--- src/rtl/miss_mc_pkg.sv ---
// Shared types for the multi-channel MoldUDP64 missed-message detector.
// Record fields are sized for the default widths; top-level widths must not exceed them.
package miss_mc_pkg;

    localparam int REC_CH_W  = 8;
    localparam int REC_SID_W = 80;
    localparam int REC_SEQ_W = 64;

    typedef enum logic {GAP_SEQ = 1'b0, GAP_SID = 1'b1} gap_kind_e;

    typedef enum logic [1:0] {ST_INIT, ST_LIVE, ST_EOS} ch_st_e;

    typedef struct packed {
        gap_kind_e              kind;
        logic [REC_CH_W-1:0]    ch;
        logic [REC_SID_W-1:0]   sid_start;
        logic [REC_SEQ_W-1:0]   seq_start;
        logic [REC_SID_W-1:0]   sid_cnt;
        logic [REC_SEQ_W-1:0]   seq_end;
    } gap_rec_t;

endpackage

--- src/rtl/miss_msg_det_mc_gap_fifo.sv ---
// First-word-fall-through FIFO of gap records; a push into a full FIFO is
// accepted when a pop happens in the same cycle, otherwise it is dropped.
module gap_fifo
    import miss_mc_pkg::*;
#(
    parameter int DEPTH = 4
) (
    input  logic     clk,
    input  logic     rst,
    input  logic     push,
    input  gap_rec_t wdata,
    input  logic     pop,
    output gap_rec_t rdata,
    output logic     empty,
    output logic     full,
    output logic     drop
);
    localparam int AW = $clog2(DEPTH);

    gap_rec_t       mem [DEPTH];
    logic [AW:0]    wr_ptr;
    logic [AW:0]    rd_ptr;
    logic           wr_en;
    logic           rd_en;

    // Extra pointer bit distinguishes full from empty.
    assign empty = (wr_ptr == rd_ptr);
    assign full  = (wr_ptr[AW] != rd_ptr[AW]) && (wr_ptr[AW-1:0] == rd_ptr[AW-1:0]);
    assign rd_en = pop && !empty;
    assign wr_en = push && (!full || rd_en);
    assign drop  = push && !wr_en;
    assign rdata = mem[rd_ptr[AW-1:0]];

    always_ff @(posedge clk) begin
        if (rst) begin
            wr_ptr <= '0;
            rd_ptr <= '0;
        end else begin
            if (wr_en) begin
                mem[wr_ptr[AW-1:0]] <= wdata;
                wr_ptr              <= wr_ptr + 1'b1;
            end
            if (rd_en) begin
                rd_ptr <= rd_ptr + 1'b1;
            end
        end
    end

endmodule

--- src/rtl/miss_msg_det_mc.sv ---
// Per-channel session/sequence tracker: turns MoldUDP64 header discontinuities
// into gap records queued for the retransmission requester.
module miss_msg_det_mc
    import miss_mc_pkg::*;
#(
    parameter int                 CH_N        = 2,
    parameter int                 CH_W        = $clog2(CH_N),
    parameter int                 SEQ_NUM_W   = 64,
    parameter int                 SID_W       = 80,
    parameter int                 ML_W        = 16,
    parameter logic [SEQ_NUM_W-1:0] SEQ_START = '0,
    parameter logic [SID_W-1:0]   SID_GAP_MAX = SID_W'(65536),
    parameter int                 FIFO_D      = 4
) (
    input  logic                 clk,
    input  logic                 nreset,
    input  logic                 v_i,
    input  logic [CH_W-1:0]      ch_i,
    input  logic [SID_W-1:0]     sid_i,
    input  logic [SEQ_NUM_W-1:0] seq_num_i,
    input  logic [ML_W-1:0]      msg_cnt_i,
    input  logic                 eos_i,
    output logic                 gap_v_o,
    input  logic                 gap_ready_i,
    output logic                 gap_kind_o,
    output logic [CH_W-1:0]      gap_ch_o,
    output logic [SID_W-1:0]     gap_sid_start_o,
    output logic [SEQ_NUM_W-1:0] gap_seq_start_o,
    output logic [SID_W-1:0]     gap_sid_cnt_o,
    output logic [SEQ_NUM_W-1:0] gap_seq_end_o,
    output logic                 dup_o,
    output logic                 resync_o,
    output logic                 ovf_o
);
    ch_st_e               st_q  [CH_N];
    logic [SID_W-1:0]     sid_q [CH_N];
    logic [SEQ_NUM_W-1:0] exp_q [CH_N];

    ch_st_e               st_c, st_n, st_adopt;
    logic [SID_W-1:0]     sid_c, sid_n, sid_diff;
    logic [SEQ_NUM_W-1:0] exp_c, exp_n, seq_end;
    logic                 sid_fwd, sid_far;
    logic                 upd, push, dup, rsy;
    gap_rec_t             rec, head;
    logic                 fifo_empty, fifo_full, fifo_drop;

    assign st_c     = st_q[ch_i];
    assign sid_c    = sid_q[ch_i];
    assign exp_c    = exp_q[ch_i];
    assign seq_end  = seq_num_i + SEQ_NUM_W'(msg_cnt_i);
    assign sid_diff = sid_i - sid_c;
    assign sid_fwd  = sid_i > sid_c;
    assign sid_far  = sid_fwd && (sid_diff > SID_GAP_MAX);
    assign st_adopt = eos_i ? ST_EOS : ST_LIVE;

    always_comb begin
        upd    = 1'b0;
        st_n   = st_c;
        sid_n  = sid_c;
        exp_n  = exp_c;
        push   = 1'b0;
        dup    = 1'b0;
        rsy    = 1'b0;
        rec    = '0;
        rec.ch = REC_CH_W'(ch_i);
        if (v_i) begin
            if (st_c == ST_INIT) begin
                upd   = 1'b1;
                st_n  = st_adopt;
                sid_n = sid_i;
                exp_n = seq_end;
            end else if (!sid_fwd && sid_i != sid_c) begin
                dup = 1'b1;
            end else if (sid_far) begin
                rsy   = 1'b1;
                upd   = 1'b1;
                st_n  = st_adopt;
                sid_n = sid_i;
                exp_n = seq_end;
            end else if (st_c == ST_LIVE) begin
                if (sid_i == sid_c) begin
                    // Anything reaching past exp_q advances it; fully stale data is a dup.
                    if (seq_num_i >= exp_c || seq_end > exp_c) begin
                        upd   = 1'b1;
                        st_n  = st_adopt;
                        exp_n = seq_end;
                        if (seq_num_i > exp_c) begin
                            push          = 1'b1;
                            rec.kind      = GAP_SEQ;
                            rec.sid_start = REC_SID_W'(sid_c);
                            rec.seq_start = REC_SEQ_W'(exp_c);
                            rec.seq_end   = REC_SEQ_W'(seq_num_i);
                        end
                    end else begin
                        dup = 1'b1;
                    end
                end else begin
                    push          = 1'b1;
                    rec.kind      = GAP_SID;
                    rec.sid_start = REC_SID_W'(sid_c);
                    rec.seq_start = REC_SEQ_W'(exp_c);
                    rec.sid_cnt   = REC_SID_W'(sid_diff);
                    rec.seq_end   = REC_SEQ_W'(seq_num_i);
                    upd           = 1'b1;
                    st_n          = st_adopt;
                    sid_n         = sid_i;
                    exp_n         = seq_end;
                end
            end else if (sid_i == sid_c) begin
                // Ended session: EOS heartbeats are silent, data for it is stale.
                dup = !eos_i;
            end else begin
                upd   = 1'b1;
                st_n  = st_adopt;
                sid_n = sid_i;
                exp_n = seq_end;
                if (sid_diff == SID_W'(1)) begin
                    if (seq_num_i > SEQ_START) begin
                        push          = 1'b1;
                        rec.kind      = GAP_SEQ;
                        rec.sid_start = REC_SID_W'(sid_i);
                        rec.seq_start = REC_SEQ_W'(SEQ_START);
                        rec.seq_end   = REC_SEQ_W'(seq_num_i);
                    end
                end else begin
                    push          = 1'b1;
                    rec.kind      = GAP_SID;
                    rec.sid_start = REC_SID_W'(sid_c + SID_W'(1));
                    rec.seq_start = REC_SEQ_W'(SEQ_START);
                    rec.sid_cnt   = REC_SID_W'(sid_diff - SID_W'(1));
                    rec.seq_end   = REC_SEQ_W'(seq_num_i);
                end
            end
        end
    end

    always_ff @(posedge clk) begin
        if (nreset) begin
            for (int i = 0; i < CH_N; i++) begin
                st_q[i]  <= ST_INIT;
                sid_q[i] <= '0;
                exp_q[i] <= '0;
            end
            dup_o    <= 1'b0;
            resync_o <= 1'b0;
            ovf_o    <= 1'b0;
        end else begin
            if (upd) begin
                st_q[ch_i]  <= st_n;
                sid_q[ch_i] <= sid_n;
                exp_q[ch_i] <= exp_n;
            end
            dup_o    <= dup;
            resync_o <= rsy;
            if (fifo_drop) begin
                ovf_o <= 1'b1;
            end
        end
    end

    gap_fifo #(.DEPTH(FIFO_D)) u_gap_fifo (
        .clk   (clk),
        .rst   (nreset),
        .push  (push),
        .wdata (rec),
        .pop   (gap_ready_i),
        .rdata (head),
        .empty (fifo_empty),
        .full  (fifo_full),
        .drop  (fifo_drop)
    );

    logic unused_fifo_bits;
    assign unused_fifo_bits = fifo_full ^ (^head.ch);

    assign gap_v_o         = !fifo_empty;
    assign gap_kind_o      = head.kind;
    assign gap_ch_o        = head.ch[CH_W-1:0];
    assign gap_sid_start_o = head.sid_start[SID_W-1:0];
    assign gap_seq_start_o = head.seq_start[SEQ_NUM_W-1:0];
    assign gap_sid_cnt_o   = head.sid_cnt[SID_W-1:0];
    assign gap_seq_end_o   = head.seq_end[SEQ_NUM_W-1:0];

endmodule

--- config.mk ---
export PLATFORM = sky130hd
export DESIGN_NAME = miss_msg_det_mc
export DESIGN_NICKNAME = d
export VERILOG_FILES = /design/src/rtl/miss_mc_pkg.sv /design/src/rtl/miss_msg_det_mc_gap_fifo.sv /design/src/rtl/miss_msg_det_mc.sv
export SDC_FILE = /design/constraint.sdc
export NUM_CORES = 2
export LEC_CHECK = 0
export ABC_AREA = 1
export CAP_MARGIN = 10
export CELL_PAD_IN_SITES_DETAIL_PLACEMENT = 0
export CELL_PAD_IN_SITES_GLOBAL_PLACEMENT = 1
export CORE_AREA = 2 2 426 428
export CTS_CLUSTER_DIAMETER = 120
export DETAILED_ROUTE_END_ITERATION = 16
export DIE_AREA = 0 0 428 430
export PLACE_DENSITY_LB_ADDON = 0.1
export SETUP_SLACK_MARGIN = 0.02
export SLEW_MARGIN = 20
export SYNTH_ARGS = -nofsm -noshare
export SYNTH_HDL_FRONTEND = slang
export SYNTH_SLANG_ARGS = --single-unit
--- constraint.sdc ---
create_clock -name clk -period 21.3 [get_ports clk]
set_input_delay 2.13 -clock clk [delete_from_list [all_inputs] [get_ports clk]]
set_output_delay 2.13 -clock clk [all_outputs]
set_load 0.02 [all_outputs]
==> impl_results.md <==
* Commonest non-fill, non-tap cell in the layout: nand2_1
* GP Congestion at 0.9839
* Drc violations at 0
* Worst hold path depth at 2
* Critical Path RT at 21710 ps
* Antenna Nets Post-Route at 0
* CP bufs+invs at 6
* Stages on worst setup path at 33
* Largest net degree at the start of global routing at 149
* Leakage power at 0.03799 µW
* Vias in the first global route at 63950
* Most used cell, CP: nand2_1
* Cts repair resizes at 0
* Share of post-route cells with drive strength above 1 at 5.812%
* Seq/Total Area, Yosys at 54.53%
* Gate Count Post-Synth at 9013
* Clock Sink Count at 1463
* Global-route wire length before repair at 432300 µm
* Area Growth Syn to Fin at 15.04%
* Delay-heaviest family, CP: simple AND/OR/NAND/NOR gates
* Most frequent cells in the layout: nand2_1, edfxtp_1, nor2_1, inv_1, o21ai_0
* Filler Cells Inserted at 16870
* TritonCTS clock tree: done
* Initial antenna violation count at 5
* Max stage delay on crit path at 810 ps
* Final Cycle Share at 53.41%
* RSZ-0062 raised after global routing: no
* CTS max path bufs at 3
* Pwr Total at 8535 µW
* Hold EP: u_gap_fifo.rd_ptr[2]
* Top cell type's share of synthesized area at 54.26%
* Clock Tree Root: clkbuf_16
* Critical R2R Capture: u_gap_fifo.mem[2][269]
* Pwr dens at 92.33 nW/µm²
* Hold_sp: u_gap_fifo.rd_ptr[2]
* Synth cell types at 61
* Vias at 67120
* Peak supply drop at 89.84 µV
* Max-slew violations at 0
* Initial Utilization at 44.70%
* Mean Syn Cell Area at 8.916 µm²
* Syn nets at 9414
* DRT iter0 DRCs at 6420
* Die X at 428 µm
* Sum of negative setup slack at 0 ps
* Reg2Reg Depth at 24
* Core area at 179800 µm²
* R2R Path Start: sid_q[1][61]
* CTS buffer count at 157
* FF+latch area at 43830 µm²
* Worst-Margin Slew at 1131 ps
* Htree depth at 4
* Vias per inst at 5.654
* Clk pin slew, worst setup/hold paths at 50 ps
* Port Buf Inserts at 459
* Drt first pass iters at 10
* Fmax at 87.90 MHz
* Number of synthesized register bits at 1463
* R2R Setup Slk at 12310 ps
* CP max FO at 89
* Hold_buf cts at 0
* Post-synth top area cell: edfxtp_1
* Ys async rst share at 0%
* Total gr overflow at 0
* Status: complete, no violations
* Clk_skew at 62.11 ps
* Final net count at 9773
* Die ar. at 184000 µm²
* HP Class: reg2reg
* Worst skew pair latency at 850 ps
* Number of synthesized flops with an enable pin at 1452
* Main flop type after synthesis: edfxtp_1
* Final setup violating endpoints at 0
* Std cell rows at 156
* GRT Resource Usage Total at 31.64%
* Multi-input logic area at 31490 µm²
* Max-slew headroom at 23.79%
* Total I/O pin count at 460
* Slowest-stage cell, CP: buf_4
* Syn. warnings at 0
* Hpwl dp at 213900 µm
* CP endpoint kind: flop
* Tmin final at 11380 ps
* Arrival @ worst endpoint at 11790 ps
* Cell Area, Synth at 80360 µm²
* Top post-synthesis cells by area: edfxtp_1, nand2_1, nor2_1
* Die Y-Extent at 430 µm
* WL per Instance at 25.20 µm
* Critical path class: in2reg
* CP Launch Type: input pin
* Final Hold Viols at 0
* Setup Buffers After CTS at 0
* Max-cap violations at 0
* Routed wire length at 299200 µm
## synthesized netlist by cell type (7+ instances only)
cell      number
nand3_1      340
xor2_1       112
o21ai_0      783
a31oi_1       11
o211ai_1       8
inv_2         21
o21ai_1       99
clkbuf_1     298
nor2_1      1445
a21oi_1      469
o21a_1         8
nor3_1        87
nor2_2        15
o22ai_1      295
buf_6         28
edfxtp_1    1452
a32oi_1       10
buf_4         14
nand2_1     1773
nand4_1      133
nand3b_1      33
or2_2         92
a22oi_1       22
o32ai_1       34
mux2i_1       57
buf_2         50
nor4_1        45
a21o_1         7
o21bai_1      15
xnor2_1       50
inv_1        871
buf_1         17
dfxtp_1       11
ha_1         233
## area by class of cell
cell class	instances	area share, %
Antenna cell	4	0.01083
Clock buffer	202	4.467
Clock inverter	82	0.8960
Tap cell	2370	3.208
Timing Repair Buffer	607	6.276
Multi-Input combinational cell	6245	34.06
Inverter	898	3.665
Sequential cell	1463	47.41
## kinds of logic (layout without fill, tap and decap cells)
family / after synthesis / after routing / share of synthesized area, %
AO/OA/AOI/OAI: 1784 / 1784 / 12.07
XOR/XNOR: 162 / 162 / 1.766
adder cells (fa/ha/maj): 235 / 235 / 3.678
buffers and inverters: 1305 / 1789 / 6.500
flip-flops: 1463 / 1463 / 54.53
multiplexers: 57 / 57 / 0.7100
other: 0 / 4 / 0
AND/OR/NAND/NOR: 4007 / 4007 / 20.74
## worst max-delay path by stage
stage / startpoint / to / slack, ps
after global routing: seq_num_i[6] / sid_q[0][40] / 9220
after detailed placement: seq_num_i[6] / sid_q[0][12] / 9290
final: seq_num_i[4] / sid_q[0][40] / 9920
after floorplan: ch_i / u_gap_fifo.mem[0][0] / 2490
after CTS: seq_num_i[6] / sid_q[0][36] / 10110
after global placement: seq_num_i[4] / sid_q[0][13] / 9330
## worst register-to-register path, delay by kind of cell, from the launching register on
kind	cells	cell delay, ps
adders and majority gates	1	410
buffers and inverters	10	3930
DFF	1	370
muxes	1	640
and+or+nand+nor	12	3250
## per-stage QoR
stage | cells | hold slack [ps] | utilization [%] | setup WS [ps] | cell area [µm²]
floorplan | 9013 | 446.3 | - | 2494 | 80360
global placement | 11580 | 467.5 | 48.65 | 9334 | 87460
detailed placement | 11580 | 474.5 | 48.66 | 9294 | 87470
CTS | 11870 | 483.4 | 51.41 | 10110 | 92420
global route | 11870 | 501.9 | 51.42 | 9224 | 92440
finish | 11870 | 480.8 | 51.42 | 9923 | 92440
## per-layer routing
layer | vias to the layer above | wire length (µm) | track usage (%)
met4 | 2 | 13610 | 12.97
met5 | - | 11 | 0
met3 | 448 | 16290 | 3.693
met1 | 32560 | 120700 | 39.91
met2 | 2473 | 148600 | 55.21
li1 | 31640 | - | -
## where the power goes
| part | total (µW) | switching, µW | internal [µW] | leakage [µW] |
|---|---|---|---|---|
| sequential | 3250 | 28.0 | 3220 | 0.0155 |
| clock | 2640 | 1170 | 1460 | 0.00239 |
| combinational | 2650 | 1780 | 873 | 0.0201 |
| total | 8540 | 2980 | 5560 | 0.0380 |
## sequential cells by signal (all words and copies together), names as in the netlist, named ones only
name and flops:
st_q 4, ovf_o 1, resync_o 1, sid_q 160
u_gap_fifo.mem 1160, u_gap_fifo.rd_ptr 3, u_gap_fifo.wr_ptr 3, dup_o 1
exp_q 128
Power figures use the tool's default switching activity.
